## src/rtl/gf2_divmod_ctrl.sv

```systemverilog
// gf2_divmod_ctrl: multi-cycle GF(2) polynomial divider producing quotient, remainder and divide-by-zero flag
module gf2_divmod_ctrl #(
    parameter int N = 32
) (
    input  logic         clk,
    input  logic         reset,
    input  logic         start,
    input  logic [N-1:0] a,
    input  logic [N-1:0] b,
    output logic         busy,
    output logic         done,
    output logic [N-1:0] q,
    output logic [N-1:0] r,
    output logic         dz
);
    typedef enum logic [1:0] {IDLE, CALC, DONE} state_t;
    state_t state_q, state_d;
    logic [N-1:0] q_q, q_d, r_q, r_d, d_q, d_d;
    logic dz_q, dz_d;
    logic [4:0] hr, hd, sh;
    logic step;

    function automatic logic [15:0] lod16(input logic [15:0] x);
        lod16 = '0;
        for (int i = 0; i < 16; i++)
            if (x[i]) lod16 = 16'd1 << i;
    endfunction

    // upper half wins whenever it holds any one
    function automatic logic [31:0] lod32(input logic [31:0] x);
        lod32 = (x[31:16] != '0) ? {lod16(x[31:16]), 16'd0} : {16'd0, lod16(x[15:0])};
    endfunction

    function automatic logic [4:0] enc32(input logic [31:0] oh);
        enc32 = '0;
        for (int i = 0; i < 32; i++)
            if (oh[i]) enc32 = enc32 | 5'(i);
    endfunction

    always_comb begin
        hr   = enc32(lod32(r_q));
        hd   = enc32(lod32(d_q));
        sh   = hr - hd;
        step = (r_q != '0) && (hr >= hd);
    end

    always_comb begin
        state_d = state_q;
        q_d     = q_q;
        r_d     = r_q;
        d_d     = d_q;
        dz_d    = dz_q;
        case (state_q)
            IDLE: if (start) begin
                r_d     = a;
                q_d     = '0;
                d_d     = b;
                dz_d    = (b == '0);
                state_d = (b == '0) ? DONE : CALC;
            end
            CALC: if (step) begin
                r_d = r_q ^ (d_q << sh);
                q_d = q_q | (N'(1) << sh);
            end else begin
                state_d = DONE;
            end
            default: state_d = IDLE;
        endcase
    end

    always_ff @(posedge clk) begin
        if (reset) begin
            state_q <= IDLE;
            q_q     <= '0;
            r_q     <= '0;
            d_q     <= '0;
            dz_q    <= 1'b0;
        end else begin
            state_q <= state_d;
            q_q     <= q_d;
            r_q     <= r_d;
            d_q     <= d_d;
            dz_q    <= dz_d;
        end
    end

    assign busy = (state_q == CALC);
    assign done = (state_q == DONE);
    assign q    = q_q;
    assign r    = r_q;
    assign dz   = dz_q;
endmodule
```

## config.mk

```make
export PLATFORM = sky130hd
export DESIGN_NAME = gf2_divmod_ctrl
export DESIGN_NICKNAME = d
export VERILOG_FILES = /design/src/rtl/gf2_divmod_ctrl.sv
export SDC_FILE = /design/constraint.sdc
export NUM_CORES = 1
export LEC_CHECK = 0
export CORE_ASPECT_RATIO = 0.5
export CORE_MARGIN = 4
export CORE_UTILIZATION = 55
export CTS_BUF_LIST = sky130_fd_sc_hd__clkbuf_16
export DETAILED_ROUTE_END_ITERATION = 8
export DONT_BUFFER_PORTS = 1
export PLACE_DENSITY = 0.7
export SETUP_SLACK_MARGIN = 0.15
export SLEW_MARGIN = 40
export SYNTH_ARGS = -nofsm -noshare
export SYNTH_HDL_FRONTEND = slang
export SYNTH_SLANG_ARGS = --single-unit
```

## constraint.sdc

```tcl
create_clock -name clk -period 5.2 [get_ports clk]
set_input_delay 1.56 -clock clk [delete_from_list [all_inputs] [get_ports clk]]
set_output_delay 1.56 -clock clk [all_outputs]
set_load 0.005 [all_outputs]
```

==> impl_metrics.json, run 1 <==
{
  "area_delta_synth_final_pct": 8.32,
  "num_antenna_cells": 0,
  "grt_pass1_vias": 6044,
  "syn_nets": 927,
  "arrival_ns": 5.06,
  "portBuffers": 0,
  "gp_congestion": 0.987,
  "synth_edf_count": 0,
  "synthArstFlopShare": 0,
  "clk_pin_slew_ns": 0.08,
  "coreArea_mm2": 0.0118,
  "synth-seq-cells": 99,
  "synth_area_mm2": 0.00666,
  "vias_per_cell": 6.68,
  "syn_area_per_cell_um2": 7.80,
  "ys_warn_count": 0,
  "clk-insertion-delay-late_ns": 0.36,
  "finalClockSkew_ns": 0.0134,
  "drc": 0,
  "crit_path_start_kind": "flop",
  "max-cap-violations": 0,
  "grt_use_total": 0.313,
  "yosysUniqueCellTypes": 70,
  "drive_above_1_share": 0.132,
  "gr-total-overflow": 0,
  "die_w_um": 164,
  "design_area_mm2": 0.00721,
  "synthFlopType": "dfxtp_1",
  "layout.nets": 910,
  "status": "completed",
  "drtPass1Iterations": 5,
  "cts_tree": "yes",
  "timing.final.hold_violations": 0,
  "clock-root-buffer": "clkbuf_16",
  "fp-row-count": 28,
  "cts_htree_levels": 3,
  "fin_crit_ns": 4.78,
  "rsz0062_at_grt": "no",
  "cts_buffers": 9,
  "cts.path.max_buffers": 2,
  "worst-setup-path-type": "reg -> reg",
  "tns_ns": 0,
  "drtIter0Drc": 887,
  "drv_slew": 0,
  "end_kind": "flop",
  "grt_pass1_wl_um": 34300,
  "die_h_um": 85.8,
  "clock.fmax_mhz": 209,
  "clock-sinks": 99,
  "routedWlPerCell_um": 22.0,
  "fp.dieArea_mm2": 0.0140,
  "max_slew_margin": 0.482,
  "drt_wl_total_um": 22100,
  "antenna_found_initial": 0,
  "yosysSeqAreaShare": 0.298,
  "hold_path_class": "reg -> reg",
  "setup_viol": 0,
  "post-dp-hpwl_um": 16100,
  "ios": 134,
  "placed_area_mm2": 0.00684,
  "cp.required_ns": 5.48,
  "worst_slew_pin_slew_ns": 0.776,
  "synthCells": 854,
  "crit_path_max_fanout": 16,
  "via_count": 6729,
  "final.period_utilization": 0.918,
  "start_util": 0.562,
  "cts_hold_buf": 0,
  "ant_nets": 0,
  "fin_cells": 1007,
  "dp_cells": 990,
  "grt_max_degree": 73
}
cell families after synthesis:
kind of cell,Yosys count,share of synthesized area
muxes,63,0.147
xor gates and xnor gates,6,0.0113
adders and majority gates,6,0.0124
buffers and inverters,73,0.0520
DFF,99,0.298
and+or+nand+nor,361,0.254
AOI/OAI and AO/OA,246,0.226
placed cells by master, fill, tap and decap left out, types with 9 or more instances in the layout:
cell type,n
inv_1,9
clkbuf_16,9
nand3_1,30
o21ai_0,56
dfxtp_1,99
buf_4,35
nor4_1,18
nor2_1,66
a31oi_1,35
a21oi_1,89
nor3_1,25
nand2_1,159
mux4_2,27
mux2i_1,28
final cells by class:
| cell class | instances | area, um2 |
|---|---|---|
| Timing Repair Buffer | 35 | 263 |
| Multi-Input combinational cell | 682 | 4410 |
| Fill cell | 1094 | 4630 |
| Clock buffer | 9 | 225 |
| Clock inverter | 7 | 93.8 |
| Sequential cell | 99 | 1980 |
| Inverter | 10 | 37.5 |
| Tap cell | 165 | 206 |
synth_stat cells, types with 21 or more instances:
cell type | instances | area, um2
nor3_1 | 25 | 125
a21oi_1 | 89 | 445
nor2_1 | 66 | 248
o21ai_0 | 56 | 280
mux4_2 | 27 | 608
dfxtp_1 | 99 | 1980
clkbuf_1 | 36 | 135
a31oi_1 | 35 | 219
nand3_1 | 30 | 150
nor4_1 | 21 | 131
nand2_1 | 160 | 601
mux2i_1 | 28 | 280
critical path: stages, from the launching register on:
cell and delay, ns:
dfxtp_1 0.41, nor4_1 0.30, buf_4 0.18, and4b_1 0.31
nor2b_1 0.21, and3b_1 0.21, nor2b_1 0.13, a211oi_1 0.13
ha_4 0.21, fa_1 0.55, nand2b_1 0.21, a21oi_2 0.30
xor2_1 0.10, buf_4 0.22, nor2_2 0.31, a222oi_1 0.16
buf_4 0.19, or4_1 0.40, a31oi_1 0.18
per-layer routing:
metal / wire (um) / vias up / part of all wire / GRT usage
met5: 34 / - / 0.0015 / 0.0210
met4: 226 / 2 / 0.010 / 0.0601
met3: 3040 / 25 / 0.14 / 0.120
met2: 9130 / 369 / 0.41 / 0.449
met1: 9680 / 3182 / 0.44 / 0.448
li1: - / 3151 / - / -
path summary, 6_finish.rpt:
kind,end,slack (ns),from,cells past startpoint
worst min-delay path,state_q[1],0.46,state_q[1],1
worst max-delay path,r[25],0.42,r[13],18
worst min register to register,state_q[1],0.46,state_q[1],1
worst max register to register,r[25],0.42,r[13],18
state kept, by name (all words and copies together), names as in the netlist:
| signal | count |
|---|---|
| q | 32 |
| dz | 1 |
| state_q | 2 |
| d_q | 32 |
| r | 32 |
repair_timing:
action,CTS,global route
resized for setup,0,7
buffers inserted,0,1
endpoints found under the setup margin,0,52
metrics by stage:
| step | utilization | hold slack (ns) | worst slack [ns] |
|---|---|---|---|
| global placement | 0.577 | 0.447 | 0.561 |
| global route | 0.609 | 0.496 | 0.175 |
| detailed placement | 0.578 | 0.456 | 0.471 |
| CTS | 0.605 | 0.466 | 0.449 |
| finish | 0.609 | 0.465 | 0.424 |
| floorplan | - | 0.429 | 0.998 |
Power of run 1 is not shown: default switching activity piles up to over one toggle a cycle in this logic, so the estimate is an artifact.
==> run 2, diff against run 1 <==
--- a/config.mk
+++ b/config.mk
@@ -5,13 +5,13 @@
 export SDC_FILE = /design/constraint.sdc
 export NUM_CORES = 1
 export LEC_CHECK = 0
-export CORE_ASPECT_RATIO = 0.5
+export CORE_ASPECT_RATIO = 0.9
 export CORE_MARGIN = 4
 export CORE_UTILIZATION = 55
 export CTS_BUF_LIST = sky130_fd_sc_hd__clkbuf_16
 export DETAILED_ROUTE_END_ITERATION = 8
 export DONT_BUFFER_PORTS = 1
-export PLACE_DENSITY = 0.7
+export PLACE_DENSITY = 0.73
 export SETUP_SLACK_MARGIN = 0.15
 export SLEW_MARGIN = 40
 export SYNTH_ARGS = -nofsm -noshare
==> constraint.sdc (replaced) <==
create_clock -name clk -period 4.2 [get_ports clk]
set_input_delay 1.26 -clock clk [delete_from_list [all_inputs] [get_ports clk]]
set_output_delay 1.26 -clock clk [all_outputs]
set_load 0.005 [all_outputs]
==> run 2 against run 1 <==
Compared with the run above: sequential share of layout area fell by 3.5 points; highest routed layer is now met4; final area is 15% higher; die area down 0.74%; worst setup slack lost 0.41 ns.
==> impl_metrics.json, run 2 (synthesized netlist as in run 1, its figures left out) <==
{
  "cp.required_ns": 4.47,
  "drtPass1Iterations": 5,
  "clock-sinks": 99,
  "drive_above_1_share": 0.277,
  "multi_input_area_mm2": 0.00472,
  "hold_path_class": "reg -> reg",
  "clk_pin_slew_ns": 0.07,
  "drc": 0,
  "final.period_utilization": 0.996,
  "clock-root-buffer": "clkbuf_16",
  "r2r_slack_ns": 0.02,
  "fin_crit_ns": 4.18,
  "setup_viol": 0,
  "antenna_found_initial": 0,
  "portBuffers": 0,
  "drt_wl_total_um": 23600,
  "post-dp-hpwl_um": 17200,
  "finalClockSkew_ns": 0.0103,
  "grt_pass1_wl_um": 35900,
  "via_count": 7254,
  "end_kind": "flop",
  "grt_pass1_vias": 6841,
  "crit_path_start_kind": "flop",
  "cts_tree": "yes",
  "gp_congestion": 1.00,
  "worst_slew_pin_slew_ns": 0.727,
  "cts_buffers": 9,
  "max-cap-violations": 0,
  "worst-setup-path-type": "reg -> reg",
  "regArea_mm2": 0.00199,
  "critPathMaxStageDelay_ns": 0.63,
  "drtIter0Drc": 698,
  "cts_hold_buf": 0,
  "grt_max_degree": 73,
  "layout_common_cells": "nand2_1 (152), buf_4 (116), dfxtp_1 (96)",
  "clk-insertion-delay-late_ns": 0.36,
  "die_w_um": 124,
  "start_util": 0.573,
  "cts.path.max_buffers": 2,
  "grt_use_total": 0.326,
  "crit_path_max_fanout": 12,
  "fp-row-count": 37,
  "ant_nets": 0,
  "ios": 134,
  "die_h_um": 112,
  "fp.dieArea_mm2": 0.0139,
  "vias_per_cell": 6.65,
  "arrival_ns": 4.46,
  "rsz0062_at_grt": "yes",
  "fin_hold_ws_ns": 0.478,
  "max_slew_margin": 0.516,
  "num_antenna_cells": 0,
  "routedWlPerCell_um": 21.6,
  "worstPathCellList": "nor4_2 > nand4_4 > buf_6 > o22a_1 > o2111ai_2 > a211oi_4 > ha_4 > fa_2 > buf_12 > mux4_2 > nand2_2 > nand2_2 > mux2_4 > a222oi_1 > buf_4 > nand3_2 > a31oi_1",
  "drv_slew": 0,
  "status": "completed",
  "timing.final.hold_violations": 0,
  "gr-total-overflow": 0,
  "final_common_cell": "nand2_1",
  "coreArea_mm2": 0.0116,
  "crit_slowest_cell": "fa_2",
  "crit_path_frequent_cell": "nand2_2",
  "layout.nets": 1003,
  "area_delta_synth_final_pct": 24.7,
  "clock.fmax_mhz": 239,
  "cts_htree_levels": 3,
  "fillCellCount": 933
}
[run 2: cell types whose count changed in the layout (fill, tap and decap cells not counted), sizes merged]
cell	previous run	this run
buf	35	128
bufinv	1	0
clkinv	2	3
clkinvlp	1	2
inv	13	12
[run 2: stage by stage]
stage | TNS, ns | util | instance area [um2] | std cells | worst slack (ns)
finish | 0 | 0.715 | 8310 | 1091 | 0.0177
global route | -0.477 | 0.715 | 8310 | 1091 | -0.113
CTS | 0 | 0.684 | 7950 | 1082 | 0.0735
detailed placement | -0.276 | 0.645 | 7500 | 1058 | -0.161
global placement | -0.0498 | 0.645 | 7500 | 1058 | -0.0366
floorplan | 0 | - | 6670 | 854 | 0.176
[run 2: area by class of cell]
class / instances / share of cell area
clock buffer: 9 / 0.0271
clock inverter: 7 / 0.00633
inverter: 10 / 0.00452
multi-input combinational: 682 / 0.569
sequential: 99 / 0.239
tap: 156 / 0.0235
timing repair buffer: 128 / 0.130
[run 2: path summary, 6_finish.rpt]
path / from / to / depth (start not counted)
hold reg to reg: dz / dz / 2
setup / recovery: r[19] / r[25] / 17
hold / removal: dz / dz / 2
setup reg to reg: r[19] / r[25] / 17
[run 2: timing repair]
action / 4_1_cts / 5_1_grt
endpoints found under the setup margin: 30 / 47
cloned: 1 / 0
pin swaps: 9 / 23
gates resized for setup: 20 / 69
setup buffers: 7 / 9
[run 2: critical path, delay by kind of cell (launching register included)]
family / cells / cell delay (ns)
adders and majority gates: 2 / 0.83
muxes: 2 / 0.61
DFF: 1 / 0.33
AOI/OAI and AO/OA: 5 / 0.97
buffers and inverters: 3 / 0.51
and+or+nand+nor: 5 / 0.85
[run 2: per-layer routing]
metal  wire length (um)  track usage
met3               2360       0.0811
met5                  0            0
met1               9070        0.413
met4                918        0.138
met2              11200        0.526
Power of run 2 is left out for the same reason.
